**src/rtl/flex_counter_ext.sv**
```systemverilog
// Up/down counter with clear, load and a programmable terminal value.
// Optional saturation mode is enabled by FLEX_COUNTER_EXT_SATURATE_EN.
module flex_counter_ext #(
  parameter int WIDTH = 16
) (
  input  logic             clk,
  input  logic             rst,
  input  logic             clear,
  input  logic             load,
  input  logic [WIDTH-1:0] load_val,
  input  logic             enable,
  input  logic             down,
  input  logic [WIDTH-1:0] rollover_val,
`ifdef FLEX_COUNTER_EXT_SATURATE_EN
  input  logic             sat_mode,
`endif
  output logic [WIDTH-1:0] count,
  output logic             rollover_flag,
  output logic             wrap_pulse
);

  logic [WIDTH-1:0] next_count;
  logic             next_wrap;
  logic             next_flag;
  logic             sat_on;

  always_comb begin
`ifdef FLEX_COUNTER_EXT_SATURATE_EN
    sat_on = sat_mode;
`else
    sat_on = 1'b0;
`endif
  end

  always_comb begin
    next_count = count;
    next_wrap  = 1'b0;
    if (clear) begin
      next_count = '0;
    end else if (load) begin
      next_count = load_val;
    end else if (enable) begin
      if (!down) begin
        if (count >= rollover_val) begin
          if (sat_on) begin
            next_count = rollover_val;
          end else begin
            next_count = '0;
            next_wrap  = 1'b1;
          end
        end else begin
          next_count = count + 1'b1;
        end
      end else begin
        if (count == '0 || count > rollover_val) begin
          // Saturating down: hold at 0, but still pull an
          // out-of-range count back into range without a pulse.
          if (sat_on) begin
            next_count = (count == '0) ? '0 : rollover_val;
          end else begin
            next_count = rollover_val;
            next_wrap  = 1'b1;
          end
        end else begin
          next_count = count - 1'b1;
        end
      end
    end
  end

  // Flag tracks the value count will hold after this edge.
  always_comb begin
    next_flag = down ? (next_count == '0)
                     : (next_count == rollover_val);
  end

  always_ff @(posedge clk) begin
    if (rst) begin
      count         <= '0;
      wrap_pulse    <= 1'b0;
      rollover_flag <= down || (rollover_val == '0);
    end else begin
      count         <= next_count;
      wrap_pulse    <= next_wrap;
      rollover_flag <= next_flag;
    end
  end

endmodule

```
**config.mk**
```make
export PLATFORM = sky130hd
export DESIGN_NAME = flex_counter_ext
export DESIGN_NICKNAME = d
export VERILOG_FILES = /design/src/rtl/flex_counter_ext.sv
export SDC_FILE = /design/constraint.sdc
export NUM_CORES = 1
export LEC_CHECK = 0
export BUFFER_PORTS_ARGS = -buffer_cell sky130_fd_sc_hd__buf_2
export CAP_MARGIN = 20
export CORE_ASPECT_RATIO = 1.5
export CORE_MARGIN = 2
export CORE_UTILIZATION = 40
export DETAILED_ROUTE_END_ITERATION = 8
export PLACE_DENSITY_LB_ADDON = 0.25
export SKIP_CTS_REPAIR_TIMING = 1
export SYNTH_ARGS = -nofsm -noshare
export SYNTH_HDL_FRONTEND = slang
export SYNTH_SLANG_ARGS = --single-unit
export TNS_END_PERCENT = 10
```
**constraint.sdc**
```tcl
create_clock -name clk -period 5.4 [get_ports clk]
set_clock_uncertainty 0.1 [all_clocks]
set_input_delay 0.27 -clock clk [delete_from_list [all_inputs] [get_ports clk]]
set_output_delay 0.27 -clock clk [all_outputs]
set_load 0.005 [all_outputs]
```
==> metrics <==
Layout Cells excl Fill roughly 600; vias per cell 6.89; Slew Viols, Final 0; first drt pass iteration count 5; final-layout fill cell count 817; design area 0.00361 mm^2; total number of vias around 4200; gpl congestion 1.12; Reg-to-Reg Start count[0]$_SDFF_PP0_; hold_sp rst; worst reg-to-reg path cell count 13; # nets final 567; final cycle utilization of the critical path 0.772; CTS H-tree depth 1; largest cells by area after synthesis dfxtp_1 (11%), ha_1 (7.5%), nand2_1 (5.5%); vias in the first global route 3827; f_max 240 MHz; Yosys Warn Count 0; Worst-Skew Late Latency around 0.28 ns; post-synth cell types 73; fin worst setup slack 1.23 ns; antenna diode count 0; R2R setup slack approximately 1.2 ns; Critical Path End Type flop; WP data arrival 4.28 ns; met3 usage 0.0518; Starting Density 0.416; M1 GR Usage 0.471; Multi-input gate area around 0.0026 mm^2; Mapped Area ~0.0032 mm^2; total grt overflow 0; CP max FO 13; Mapped Nets 527; core area 0.00766 mm^2; Max clock buf depth 2; Buffers on Ports between 50 and 60; Post-Synthesis Cells 470; total negative setup slack 0 ns; detailed placement HPWL 12400 um; Die Span Y between 100 and 150 um; total track usage 0.372; worst slew pin tran between 0.9 and 1 ns; status finished clean; Finish-stage setup viols 0; Die Footprint 0.00871 mm^2; crit start category flop; max_cap viols 0; peak supply drop 134 uV; total power 712 uW; Num Clock Sinks 18; Post-DP Area 0.00353 mm^2; Synth Area per Inst 6.78 um^2; share of cells above drive strength 1 0.171; RR Endpoint rollover_flag$_DFF_P_; pin count of the biggest net entering global routing 46; post-layout min period 4.17 ns; Leak 0.00147 uW; Final ANT Viol Nets 0; Worst Hold End count[9]$_SDFF_PP0_; final hold violation count 0; pre-CTS setup slack around 1.3 ns; placed cell count around 610; post-synth top area share 0.113; Seq. cell area 360 um^2; CP required 5.51 ns; kind of critical path flop to flop; most common cell in the netlist nand2_1; cell count of the worst hold path 2; total wire length 16200 um; top cells by count, synth nand2_1 (47), nor2_1 (46), a21oi_1 (28); initial DRC count roughly 560; Hold Path Class input pin to flop; Die Wd 76.9 um; CTS tree done; Layout area overhead 13.4%; cts bufs inserted 3; asr flop ratio synth 0; Seq/Total Area, Yosys 0.113; wire per inst 26.6 um; dominant synthesized flop cell dfxtp_1; clock slew at reported path FFs approximately 0.070 ns; pwr/cell area between 150 and 200 mW/mm^2; met2 usage 0.606; I/O Pins between 50 and 60; post-synth top area cell dfxtp_1; num rows 39; antenna violations before repair 0; drc violations 0; RSZ-0062 raised after global routing false; relative slew slack 0.379; first-pass GRT wire length 24200 um; register bit count reported by yosys 18; CTS Root Cell clkbuf_16; Post-synth EDFFs 0; Top Usage Layer GRT met2
-- report_power, final --
| part | internal [uW] | leakage (uW) | switching (uW) |
|---|---|---|---|
| Sequential | 140 | 0.000147 | 16.5 |
| Combinational | 127 | 0.00128 | 240 |
| Clock | 114 | 0.0000442 | 75.1 |
| Total | 380 | 0.00147 | 331 |
-- worst max-delay path by stage --
stage	slack, ns	end	cells after the start	startpoint
global placement	1.21	rollover_flag$_DFF_P_	13	rollover_val[14]
floorplan	2.07	rollover_flag$_DFF_P_	14	count[0]$_SDFF_PP0_
finish	1.23	rollover_flag$_DFF_P_	13	count[0]$_SDFF_PP0_
detailed placement	1.29	rollover_flag$_DFF_P_	12	rollover_val[14]
CTS	1.33	rollover_flag$_DFF_P_	11	count[0]$_SDFF_PP0_
global route	0.99	rollover_flag$_DFF_P_	10	count[13]$_SDFF_PP0_
-- area by class of cell --
class / count / area share
Clock buffer: 4 / 0.0246
Sequential cell: 18 / 0.0997
Timing Repair Buffer: 64 / 0.0948
Tap cell: 102 / 0.0353
Inverter: 22 / 0.0228
Multi-Input combinational cell: 401 / 0.723
-- worst max-delay path: stages (launching register included) --
cell and delay (ns):
dfxtp_1 0.62, inv_1 0.19, ha_1 0.22, nor2b_1 0.10
o211ai_1 0.13, a2111oi_2 0.43, a2111oi_4 0.11, nor2_1 0.53
o21ai_0 0.25, and3_1 0.27, or4_1 0.49, nor4b_1 0.39
a41oi_1 0.17, o21ai_1 0.10
-- state kept, by name, summed over array words and instances (netlist names) --
register,cells
wrap_pulse,1
count,16
rollover_flag,1
-- cells by family after synthesis --
family / share of synthesized area
mux: 0.00982
simple gates: 0.384
fa+ha+maj: 0.0746
flops: 0.113
buf+inv: 0.0671
compound gates: 0.283
xor+xnor: 0.0687
-- per-stage QoR --
step	hold slack, ns	utilization
after floorplan	0.447	-
after global placement	0.564	0.460
after detailed placement	0.560	0.460
after CTS	0.341	0.472
after global routing	0.374	0.472
final	0.339	0.472
-- metal layers --
| layer | up-vias | share of wire |
|---|---|---|
| met1 | 1931 | 0.36 |
| met4 | 0 | 0.077 |
| met5 | - | 0 |
| met2 | 350 | 0.46 |
| met3 | 88 | 0.10 |
| li1 | 1842 | - |
-- cell usage in the layout, fill, tap and decap left out, drive strengths merged, types with 3 or more instances in the layout --
master / Yosys / layout
nor2: 46 / 46
o21ai: 31 / 31
nor3: 22 / 22
a41oi: 4 / 4
nor2b: 11 / 11
nand2b: 4 / 4
and2: 8 / 8
or3b: 4 / 4
clkbuf: 17 / 4
nand2: 47 / 47
or4: 6 / 6
nor3b: 8 / 8
o31ai: 3 / 3
a31oi: 4 / 4
a32oi: 5 / 5
and3: 7 / 7
o21a: 3 / 3
dfxtp: 18 / 18
xnor2: 18 / 18
nor4b: 3 / 3
buf: 12 / 64
a221o: 3 / 3
o22ai: 3 / 3
a2111oi: 3 / 3
o211ai: 10 / 10
nand4: 16 / 16
a211oi: 6 / 6
ha: 19 / 19
xor2: 7 / 7
a21oi: 29 / 29
inv: 22 / 22
or3: 5 / 5
nor4: 10 / 10
nand3: 21 / 21
(Power assumes the default switching activity.)
